[src/rtl/approx_region_timer.sv]
// Measures how long each approximate-branch region stays open, flags budget overruns,
// and queues one completion record per region for the statistics logic.
module approx_region_timer #(
  parameter int DATA_WIDTH   = 32,
  parameter int BUDGET_WIDTH = 16,
  parameter int REC_DEPTH    = 4,
  parameter int DROP_WIDTH   = 16
) (
  input  logic                    clk,
  input  logic                    rst,
  input  logic                    start,
  input  logic [DATA_WIDTH-1:0]   beginCycle,
  input  logic [DATA_WIDTH-1:0]   cycleCounter,
  input  logic                    regionEnd,
  input  logic                    flush,
  input  logic [BUDGET_WIDTH-1:0] budget,
  output logic                    active,
  output logic [BUDGET_WIDTH-1:0] elapsed,
  output logic                    expired,
  output logic                    recValid,
  input  logic                    recReady,
  output logic [BUDGET_WIDTH-1:0] recCycles,
  output logic                    recTimedOut,
  output logic [DROP_WIDTH-1:0]   dropCount
);

  localparam int PTR_W = (REC_DEPTH > 1) ? $clog2(REC_DEPTH) : 1;
  localparam int CNT_W = PTR_W + 1;
  localparam logic [CNT_W-1:0] FULL_CNT = CNT_W'(REC_DEPTH);

  typedef enum logic [1:0] {
    S_IDLE    = 2'd0,
    S_RUNNING = 2'd1,
    S_EXPIRED = 2'd2
  } state_t;

  state_t state_q;

  // ---------------------------------------------------------------------------
  // Elapsed measurement (modular subtraction handles counter wrap)
  // ---------------------------------------------------------------------------
  logic [DATA_WIDTH-1:0]   raw_diff;
  logic [BUDGET_WIDTH-1:0] elapsed_sat;
  logic                    is_open;

  assign raw_diff = cycleCounter - beginCycle;
  assign is_open  = (state_q != S_IDLE);

  generate
    if (DATA_WIDTH > BUDGET_WIDTH) begin : g_sat
      logic raw_overflow;
      assign raw_overflow = |raw_diff[DATA_WIDTH-1:BUDGET_WIDTH];
      assign elapsed_sat  = raw_overflow ? {BUDGET_WIDTH{1'b1}} : raw_diff[BUDGET_WIDTH-1:0];
    end else begin : g_nosat
      assign elapsed_sat = BUDGET_WIDTH'(raw_diff);
    end
  endgenerate

  assign elapsed = is_open ? elapsed_sat : '0;
  assign active  = is_open;

  // ---------------------------------------------------------------------------
  // Region events
  // ---------------------------------------------------------------------------
  logic close_evt;
  logic expire_evt;

  // Any open region closes on regionEnd or on a re-open; flush discards it silently.
  assign close_evt  = is_open && !flush && (regionEnd || start);
  assign expire_evt = (state_q == S_RUNNING) && !flush && !regionEnd && !start &&
                      (budget != '0) && (elapsed_sat >= budget);
  assign expired    = expire_evt;

  // ---------------------------------------------------------------------------
  // Region FSM
  // ---------------------------------------------------------------------------
  always_ff @(posedge clk) begin
    if (rst) begin
      state_q <= S_IDLE;
    end else begin
      case (state_q)
        S_IDLE: begin
          if (!flush && start) begin
            state_q <= S_RUNNING;
          end
        end
        S_RUNNING, S_EXPIRED: begin
          if (flush) begin
            state_q <= S_IDLE;
          end else if (regionEnd) begin
            state_q <= start ? S_RUNNING : S_IDLE;
          end else if (start) begin
            state_q <= S_RUNNING;
          end else if (expire_evt) begin
            state_q <= S_EXPIRED;
          end
        end
        default: state_q <= S_IDLE;
      endcase
    end
  end

  // ---------------------------------------------------------------------------
  // Completion-record FIFO
  // ---------------------------------------------------------------------------
  logic [BUDGET_WIDTH-1:0] mem_cycles_q [REC_DEPTH];
  logic                    mem_to_q     [REC_DEPTH];
  logic [PTR_W-1:0]        wr_ptr_q, wr_ptr_d;
  logic [PTR_W-1:0]        rd_ptr_q, rd_ptr_d;
  logic [CNT_W-1:0]        count_q, count_d;
  logic [DROP_WIDTH-1:0]   drop_q, drop_d;
  logic                    fifo_full;
  logic                    pop;
  logic                    push_acc;
  logic                    push_drop;

  assign fifo_full = (count_q == FULL_CNT);
  assign recValid  = (count_q != '0);
  assign pop       = recValid && recReady;
  // A full FIFO still accepts a record when the head leaves in the same cycle.
  assign push_acc  = close_evt && (!fifo_full || pop);
  assign push_drop = close_evt && fifo_full && !pop;

  always_comb begin
    wr_ptr_d = wr_ptr_q;
    rd_ptr_d = rd_ptr_q;
    count_d  = count_q;
    drop_d   = drop_q;
    if (push_acc) begin
      wr_ptr_d = wr_ptr_q + PTR_W'(1);
    end
    if (pop) begin
      rd_ptr_d = rd_ptr_q + PTR_W'(1);
    end
    case ({push_acc, pop})
      2'b10:   count_d = count_q + CNT_W'(1);
      2'b01:   count_d = count_q - CNT_W'(1);
      default: count_d = count_q;
    endcase
    if (push_drop && (drop_q != {DROP_WIDTH{1'b1}})) begin
      drop_d = drop_q + DROP_WIDTH'(1);
    end
  end

  always_ff @(posedge clk) begin
    if (rst) begin
      wr_ptr_q <= '0;
      rd_ptr_q <= '0;
      count_q  <= '0;
      drop_q   <= '0;
    end else begin
      wr_ptr_q <= wr_ptr_d;
      rd_ptr_q <= rd_ptr_d;
      count_q  <= count_d;
      drop_q   <= drop_d;
    end
  end

  genvar gi;
  generate
    for (gi = 0; gi < REC_DEPTH; gi++) begin : g_entry
      always_ff @(posedge clk) begin
        if (push_acc && (wr_ptr_q == PTR_W'(gi))) begin
          mem_cycles_q[gi] <= elapsed_sat;
          mem_to_q[gi]     <= (state_q == S_EXPIRED);
        end
      end
    end
  endgenerate

  // Head fields read as zero when empty so stale entries never leak after reset.
  assign recCycles   = recValid ? mem_cycles_q[rd_ptr_q] : '0;
  assign recTimedOut = recValid ? mem_to_q[rd_ptr_q] : 1'b0;
  assign dropCount   = drop_q;

endmodule

[config.mk]
export PLATFORM = sky130hd
export DESIGN_NAME = approx_region_timer
export DESIGN_NICKNAME = d
export VERILOG_FILES = /design/src/rtl/approx_region_timer.sv
export SDC_FILE = /design/constraint.sdc
export NUM_CORES = 1
export LEC_CHECK = 0
export ABC_AREA = 1
export CAP_MARGIN = 20
export CORE_MARGIN = 3
export CORE_UTILIZATION = 25
export CTS_CLUSTER_DIAMETER = 120
export DETAILED_ROUTE_END_ITERATION = 10
export GPL_TIMING_DRIVEN = 0
export PLACE_DENSITY = 0.48
export SYNTH_ARGS = -nofsm -noshare
export SYNTH_HDL_FRONTEND = slang
export SYNTH_SLANG_ARGS = --single-unit
[constraint.sdc]
create_clock -name clk -period 4.85 [get_ports clk]
set_input_delay 0.97 -clock clk [delete_from_list [all_inputs] [get_ports clk]]
set_output_delay 0.97 -clock clk [all_outputs]
set_load 0.01 [all_outputs]
# == Word-level counts from Yosys, hierarchy flattened ==
# Memories as Yosys holds them, arrays and structs flattened. A register that Yosys moved wholly into a read port is not among the register bits.
# Index checks and enable logic that the tools add are counted.
# classes
order_cmp,1
muxes,42
n_reduce_logical,39
n_addsub,6
n_eq_ne,11
# op_table
op,n
two-way mux 16 bit,6
OR reduction 16 bit,4
subtractor 32 bit,1
two-way mux 2 bit,15
two-way mux 1 bit,19
logical AND 1 bit,17
adder 16 x 1 -> 16 bit (second input constant),1
greater-or-equal comparator 16 bit,1
inequality test 16 bit (second input constant),1
nonzero test 16 bit,1
== test 2 bit (second input constant),4
== test 2 x 1 -> 1 bit (second input constant),3
one-hot mux 3 bit (2 select lines),1
zero test 1 bit,5
inequality test 5 bit (second input constant),1
adder 2 x 1 -> 2 bit (second input constant),2
zero test 2 bit,2
one-hot mux 2 bit (2 select lines),1
nonzero test 2 bit,2
adder 3 x 1 -> 3 bit (second input constant),1
== test 3 bit (second input constant),1
nonzero test 3 bit,1
OR reduction 1 bit,3
subtractor 3 x 1 -> 3 bit (second input constant),1
4 further kinds,5
# totals
memories,2
ram_bits,68
regBits,25
wordCells,106
# mem_list
name,depth,word_bits,rd,rd_ports_with_merged_regs,write_ports,line_no,source
mem_cycles_q,4,16,1,1,1,106,logic [BUDGET_WIDTH-1:0] mem_cycles_q [REC_DEPTH];
mem_to_q,4,1,1,1,1,107,logic mem_to_q [REC_DEPTH];

# == Depth between registers and ports, before layout ==
# Gate-level depths: netlist of the first run.
# depth
ltp_word,11
depth_mapped,32

# == Worst setup path after synthesis of the first run ==
# Ideal clock, no wire load.
# synth_path
path_type,input port to output port
from,in cycleCounter[0]
to,out expired
t_arrival_ps,3733
n_path_buf,1
required_ps,3880
path_slack_ps,147
cell_stages,25
path_cell_list,inv_1 > ha_1 > fa_1 > inv_1 > nand3_1 > nand3_1 > nand3_1 > nand3_1 > nand2_1 > nand3_1 > nand2_1 > nor2_1 > nand2_1 > nor2_4 > buf_6 > nand3_2 > ha_1 > nand2_1 > inv_1 > nand3_1 > nor3_1 > nand2_1 > nand3_1 > nand2_1 > inv_1
# synth_between
elab_chain_len,5
# synth_lines
element,line_no,source
from (decl),13,"input logic [DATA_WIDTH-1:0] cycleCounter,"
subtractor 32 bit *,46,assign raw_diff = cycleCounter - beginCycle;
OR reduction 16 bit,52,assign raw_overflow = |raw_diff[DATA_WIDTH-1:BUDGET_WIDTH];
two-way mux 16 bit *,53,assign elapsed_sat = raw_overflow ? {BUDGET_WIDTH{1'b1}} : raw_diff[BUDGET_WIDTH-1:0];
named net elapsed_sat[15],43,logic [BUDGET_WIDTH-1:0] elapsed_sat;
greater-or-equal comparator 16 bit *,71,(budget != '0) && (elapsed_sat >= budget);
logical AND 1 bit *,71,
to (decl),19,"output logic expired,"
# The timed path passes the listed nets; every way through them passes the cells marked *.

# == Worst setup path after layout of the first run ==
# Same ends and word-level chain as after synthesis.

==> results of run 1 <==
## cell usage after synthesis (2+ instances only)
| cell type | number | area (µm²) |
|---|---|---|
| nand2_1 | 281 | 1050 |
| inv_1 | 226 | 848 |
| nor2_1 | 130 | 488 |
| edfxtp_1 | 68 | 2040 |
| a21oi_1 | 61 | 305 |
| ha_1 | 56 | 701 |
| nand3_1 | 50 | 250 |
| o21ai_0 | 50 | 250 |
| dfxtp_1 | 27 | 541 |
| nand2_2 | 17 | 106 |
| clkbuf_1 | 13 | 48.8 |
| nor2_2 | 13 | 81.3 |
| xnor2_1 | 13 | 114 |
| nand4_1 | 12 | 75.1 |
| nor3_1 | 12 | 60.1 |
| nand3_2 | 11 | 110 |
| inv_2 | 10 | 37.5 |
| and2_1 | 6 | 37.5 |
| xor2_1 | 6 | 52.6 |
| clkinv_1 | 5 | 18.8 |
| nor2_4 | 3 | 33.8 |
| nor4_1 | 3 | 18.8 |
| a31oi_1 | 2 | 12.5 |
| fa_1 | 2 | 40.0 |
| nand3b_1 | 2 | 15.0 |
| nor3_2 | 2 | 20.0 |
| nor3b_1 | 2 | 15.0 |
| or2_2 | 2 | 12.5 |
## timing repair
item	CTS	global route
hold buffers	0	0
setup buffers	59	15
gates cloned	2	0
resized for setup	399	136
pin swaps	141	130
endpoints found under the setup margin	19	15
## kinds of logic (layout without fill, tap and decap cells)
group	Yosys count	after routing	synth area share [%]
adders and majority gates	58	58	9.83
other	0	1	0
xor gates and xnor gates	19	19	2.21
AOI/OAI and AO/OA	118	118	8.07
and+or+nand+nor	551	551	32.5
buffers and inverters	257	486	13.1
DFF	95	95	34.3
## routing by layer
metal  up-vias  routed length, µm  GRT usage, %
li1       3875                  -             -
met1      3400              10300          17.2
met2       122              12800          28.0
met3        25                702          1.90
met4         0                449          4.61
met5         -                  0             0
## power by group through the flow
stage	logic [mW]	clock network (mW)	registers [mW]
6_report	1.56	0.645	0.906
4_1_cts	1.50	0.665	0.906
3_3_place_gp	1.29	0	0.923
3_5_place_dp	1.29	0	0.923
2_1_floorplan	0.686	0	0.920
5_1_grt	1.71	0.697	0.910
## state kept, by name (all words and copies together) (netlist names), named ones only
signal / flops
rd_ptr_q: 2
count_q: 3
wr_ptr_q: 2
dropCount: 16
state_q: 2
mem_to_q: 4
mem_cycles_q: 64
## area by class of cell
class / instances / share of cell area, %
multi-input cells: 746 / 46.7
flip-flops and latches: 95 / 21.9
repair buffers: 214 / 16.6
inverters: 241 / 7.70
well taps: 384 / 4.07
clock buffers: 10 / 1.94
plain buffers: 16 / 0.784
clock inverters: 5 / 0.286
diodes: 1 / 0.0212
## worst max-delay path, stage by stage
cell,delay (ps)
buf_8,80
inv_4,30
ha_4,150
fa_2,370
inv_4,100
nand3_4,80
nand3_4,100
nand2_4,70
nand2_4,80
nand2_2,50
nand4_1,80
nand2_1,90
nor2_2,140
nand2_2,100
nor2_8,210
buf_12,160
nand3_4,90
ha_4,300
nand2_4,50
inv_2,60
nand3_4,70
nor3_4,220
nand2_1,90
nand3_2,120
nand2_2,70
inv_2,60
buf_6,90
## final timing paths
check / slack [ps] / endpoint / cells past startpoint / start
worst max-delay path: -210 / expired / 27 / cycleCounter[0]
worst min-delay path: 480 / register / 2 / rd_ptr_q[1]
worst max register to register: 2190 / dropCount[15] / 11 / state_q[0]
worst min register to register: 480 / register / 2 / rd_ptr_q[1]
## stage by stage
step	utilization (%)	instance area, µm²	setup TNS (ps)
after floorplan	-	7530	0
after global routing	40.5	11800	-457
after global placement	32.1	9380	-12820
final	40.5	11800	-207
after CTS	39.0	11400	-196
after detailed placement	32.4	9450	-13050
==> metrics.md, run 1 <==
| Metric | Value |
|---|---|
| Clock share of power | `20.8%` |
| Skew-Pair Late Insertion Delay | `350 ps` |
| Most frequent cells in the layout | `nand2_1, inv_1, nor2_1, nand2_2, clkdlybuf4s50_1` |
| CP Class | `input pin to primary output` |
| Pre-Repair DR Iteration Count | `4` |
| Synthesis-to-finish area growth | `56.8%` |
| H-tree depth reported by CTS | `3` |
| Final setup fails | `1` |
| Fraction of layout cells with a size suffix above 1 | `33.2%` |
| Final WL | `24200 µm` |
| Ys async rst share | `0%` |
| Row cnt | `62` |
| Sequential cell area | `0.00258 mm²` |
| Maximum VDD drop | `147 µV` |
| Clock tree buffer depth | `2` |
| Element type at the critical path end | `primary output` |
| Placer Congestion | `0.882` |
| Failing checks | `negative setup slack` |
| Total track usage | `14.8%` |
| Post-DP HPWL | `18600 µm` |
| Vias per inst | `4.34` |
| Dpl ws | `-1800 ps` |
| Num CTS Buffers | `9` |
| Period utilization | `104%` |
| Number of synthesized flops with an enable pin | `68` |
| Core footprint | `0.0292 mm²` |
| Clock Skew | `9.90 ps` |
| Prevailing post-synth register cell | `edfxtp_1` |
| Die height | `180 µm` |
| Sequential power share | `29.1%` |
| Num ports | `138` |
| Rel. slew slack | `59.5%` |
| Peak Freq | `198 MHz` |
| Worst-margin pin slew | `607 ps` |
| Critical path required time | `3880 ps` |
| Syn nets | `1242` |
| Final Hold Violating Endpoints | `0` |
| Die Width | `180 µm` |
| Cell count after synthesis | `1098` |
| CTS Sinks | `95` |
| Root buffer cell | `clkbuf_16` |
| Final setup margin | `-207 ps` |
| CTS clock-pin slew for the worst setup and hold paths | `70 ps` |
| Min cycle time layout | `5060 ps` |
| Most common cell after layout, fill and taps aside | `nand2_1` |
| Crit Path Max Fanout | `7` |
| Total design power | `3.11 mW` |
| Outcome | `finished with violations` |
| Largest net degree at the start of global routing | `16` |
| Die ar. | `0.0323 mm²` |
| Crit start category | `input pin` |
| Initial DRC count | `343` |
| Leak Pwr | `5.21 nW` |
| Avg Cell Area, Syn | `6.86 µm²` |
| Number of distinct library cells after synthesis | `41` |
| Yosys reg bits | `95` |
| Sequential area share after synthesis | `34.3%` |
| Cells after DPL | `1622` |
| Post-route ant nets | `0` |
| Net Sw Frac | `38.0%` |
| Antenna violations before repair | `1` |
| Drt drc | `0` |
| Worst hold slack | `484 ps` |
| Area of the multi-input gates | `0.00552 mm²` |
| Vias in the first global route | `7433` |
| P_sw | `1.18 mW` |
| Power per cell area | `263 mW/mm²` |
| Nets | `1467` |
| Max-cap viol count | `0` |
| Max-slew violation count | `0` |
| Critical path arrival | `4090 ps` |
| IO buf count | `136` |
| Internal power | `1.93 mW` |
| RSZ-0062 raised after global routing | `true` |
| Global-route wire length before repair | `38600 µm` |
| Drt wl/cell | `14.1 µm` |
| Starting density of the core | `25.8%` |
| Yosys warnings | `0` |
| Synthesized cell area | `0.00753 mm²` |
| Final Non-Filler Cells | `1712` |
| Vias after detailed routing | `7422` |
| CTS tree | `yes` |
| HP Class | `register to register` |
| Comb pwr share | `50.1%` |
| Number of fill cells in the layout | `2993` |
| Grt total ovfl | `0` |
No activity file was read; power rests on OpenSTA's default activity.
==> run 2, diff against run 1 <==
--- a/config.mk
+++ b/config.mk
@@ -11,8 +11,8 @@
 export CORE_UTILIZATION = 25
 export CTS_CLUSTER_DIAMETER = 120
 export DETAILED_ROUTE_END_ITERATION = 10
-export GPL_TIMING_DRIVEN = 0
 export PLACE_DENSITY = 0.48
 export SYNTH_ARGS = -nofsm -noshare
 export SYNTH_HDL_FRONTEND = slang
 export SYNTH_SLANG_ARGS = --single-unit
+export TNS_END_PERCENT = 50
==> run 2 against run 1 <==
Against the previous run: the flow still finishes with violations (negative setup slack); core utilization is 0.77 points higher; critical path depth is 1 lower; sequential power hardly changed; fmax is 1.9% higher; power is 2.2% higher; highest routed layer unchanged; final cell count is 2.7% higher.
==> metrics.md, run 2 (synthesis results as in run 1) <==
| Metric | Value |
|---|---|
| Outcome | `finished with violations (unchanged)` |
| Failing checks | `negative setup slack (unchanged)` |
| Die height | `180 µm (unchanged)` |
| Peak Freq | `202 MHz (was 198 MHz)` |
| CP Class | `input pin to primary output (unchanged)` |
| Critical path's largest stage delay | `330 ps (was 370 ps)` |
| H-tree depth reported by CTS | `3 (unchanged)` |
| Root buffer cell | `clkbuf_16 (unchanged)` |
| Element type at the critical path end | `primary output (unchanged)` |
| Crit path buf inv count | `7 (unchanged)` |
| Number of fill cells in the layout | `3066 (was 2993)` |
| IO buf count | `137 (was 136)` |
| CP startpoint | `beginCycle[7] (was cycleCounter[0])` |
| Synthesis-to-finish area growth | `59.7% (was 56.8%)` |
| Placer Congestion | `0.846 (was 0.882)` |
| Vias per inst | `4.33 (was 4.34)` |
| Leak Pwr | `5.52 nW (was 5.21 nW)` |
| Final WL | `24800 µm (was 24200 µm)` |
| Final setup fails | `1 (unchanged)` |
| Worst-margin pin slew | `954 ps (was 607 ps)` |
| Final Hold Violating Endpoints | `0 (unchanged)` |
| Post-route ant nets | `0 (unchanged)` |
| Most common cell after layout, fill and taps aside | `nand2_1 (unchanged)` |
| HP Class | `register to register (unchanged)` |
| Worst path top cell family by delay | `simple AND/OR/NAND/NOR gates (unchanged)` |
| Total design power | `3.18 mW (was 3.11 mW)` |
| Post-DP HPWL | `18900 µm (was 18600 µm)` |
| Clock Skew | `6.88 ps (was 9.90 ps)` |
| Grt total ovfl | `0 (unchanged)` |
| Num ports | `138 (unchanged)` |
| Total negative setup slack | `-111 ps (was -207 ps)` |
| Crit-path slowest cell | `ha_4 (was fa_2)` |
| Die ar. | `0.0323 mm² (unchanged)` |
| Most frequent CP cell | `nand2_2 (was nand3_4)` |
| Final setup margin | `-111 ps (was -207 ps)` |
| Num CTS Buffers | `9 (unchanged)` |
| Reg2reg start | `state_q[0] (unchanged)` |
| Hold path startpoint | `rd_ptr_q[1] (unchanged)` |
| Clock tree buffer depth | `2 (unchanged)` |
| Pre-Repair DR Iteration Count | `5 (was 4)` |
| Initial DRC count | `280 (was 343)` |
| Die Width | `180 µm (unchanged)` |
| FF-to-FF setup slack | `1980 ps (was 2190 ps)` |
| Drt drc | `0 (unchanged)` |
| Skew-Pair Late Insertion Delay | `350 ps (about the same)` |
| Crit start category | `input pin (unchanged)` |
| Vias after detailed routing | `7606 (was 7422)` |
| Largest net degree at the start of global routing | `35 (was 16)` |
| Antenna violations before repair | `2 (was 1)` |
| Period utilization | `102% (was 104%)` |
| Max-cap viol count | `0 (unchanged)` |
| Critical path required time | `3880 ps (about the same)` |
| CTS Sinks | `95 (unchanged)` |
| Row cnt | `62 (unchanged)` |
| Max-slew violation count | `0 (unchanged)` |
| Hold Buf Count CTS | `0 (unchanged)` |
| Global-route wire length before repair | `40100 µm (was 38600 µm)` |
| Fraction of layout cells with a size suffix above 1 | `37.6% (was 33.2%)` |
| Crit Path Max Fanout | `5 (was 7)` |
| Post-layout util | `41.3% (was 40.5%)` |
| Max reg flops | `64 (unchanged)` |
| Core footprint | `0.0292 mm² (unchanged)` |
| Nets | `1512 (was 1467)` |
| Reg with most FFs | `mem_cycles_q (unchanged)` |
| Total track usage | `15.1% (was 14.8%)` |
| CTS clock-pin slew for the worst setup and hold paths | `60 ps (was 70 ps)` |
| Rel. slew slack | `36.4% (was 59.5%)` |
| Dpl ws | `-1220 ps (was -1800 ps)` |
| Final Non-Filler Cells | `1758 (was 1712)` |
| Starting density of the core | `25.8% (unchanged)` |
| Cells after DPL | `1691 (was 1622)` |
| Maximum VDD drop | `150 µV (was 147 µV)` |
| Most frequent cells in the layout | `nand2_1, inv_1, buf_4, nor2_1, clkdlybuf4s50_1 (was nand2_1, inv_1, nor2_1, nand2_2, clkdlybuf4s50_1)` |
| Vias in the first global route | `7737 (was 7433)` |
| Power per cell area | `264 mW/mm² (was 263 mW/mm²)` |
| Min cycle time layout | `4960 ps (was 5060 ps)` |
| CTS tree | `yes (unchanged)` |
| RSZ-0062 raised after global routing | `true (unchanged)` |
| Critical path arrival | `3990 ps (was 4090 ps)` |
| Drt wl/cell | `14.1 µm (about the same)` |
==> run 2: changes by cell type in the layout (fill, tap and decap cells not counted), sizes merged, moves of 2 or more <==
cell / delta
clkbuf: -24
clkinvlp: -2
clkdlybuf4s15: -28
clkinv: +2
dlygate4sd2: -7
buf: +102
==> run 2: metrics by stage <==
| step | cell area (µm²) | hold slack, ps |
|---|---|---|
| 5_1_grt | 12000 | 505 |
| 4_1_cts | 11500 | 475 |
| 3_5_place_dp | 9970 | 464 |
| 6_report | 12000 | 476 |
| 3_3_place_gp | 9970 | 453 |
| 2_1_floorplan | 7530 | 436 |
==> run 2: worst reg2reg max path: stages (launching register included) <==
cell	delay, ps
dfxtp_1	380
inv_1	80
ha_1	210
clkinv_1	380
nand3_1	170
nor2_1	210
nand2_1	240
nor2_1	370
nand3_1	160
nor4_1	320
xor2_1	180
nor2_1	50
==> run 2: power by group <==
part,leakage [nW],total (mW),switching (mW),internal (mW)
sequential,0.881,0.908,0.0197,0.888
combinational,4.50,1.56,0.839,0.725
clock,0.141,0.704,0.307,0.396
total,5.52,3.18,1.17,2.01
==> run 2: repair_timing <==
item | 4_1_cts | 5_1_grt
pin swaps | 147 | 106
setup buffers | 41 | 10
gates cloned | 1 | 0
resized for setup | 472 | 129
endpoints found under the setup margin | 17 | 12
endpoints found under the hold margin | 0 | 0
==> run 2: routing by layer <==
metal	GRT usage (%)	vias to the layer above	share of wire, %
met5	0	-	0
met4	3.31	0	1.5
met3	1.74	26	3.1
met2	29.0	139	53
met1	18.0	3469	42
li1	-	3972	-
==> run 2: worst paths after layout <==
kind | to | cells past startpoint
worst max-delay path | expired | 26
worst min-delay path | register | 2
worst max register to register | dropCount[15] | 11
worst min register to register | register | 2
==> run 2: final cells by class <==
cell class / count / area (µm²) / area share (%)
timing repair buffer: 275 / 2330 / 19.4
multi-input combinational: 746 / 5430 / 45.1
sequential: 95 / 2580 / 21.5
tap: 384 / 480 / 3.99
inverter: 241 / 920 / 7.64
clock buffer: 9 / 225 / 1.87
clock inverter: 6 / 60.1 / 0.499
antenna: 2 / 5.00 / 0.0416
==> run 3, diff against run 2 <==
--- a/config.mk
+++ b/config.mk
@@ -15,4 +15,4 @@
 export SYNTH_ARGS = -nofsm -noshare
 export SYNTH_HDL_FRONTEND = slang
 export SYNTH_SLANG_ARGS = --single-unit
-export TNS_END_PERCENT = 50
+export TNS_END_PERCENT = 5
==> results of run 3 <==
Same layout as run 2: the final DEF is identical, and so are final timing and power.
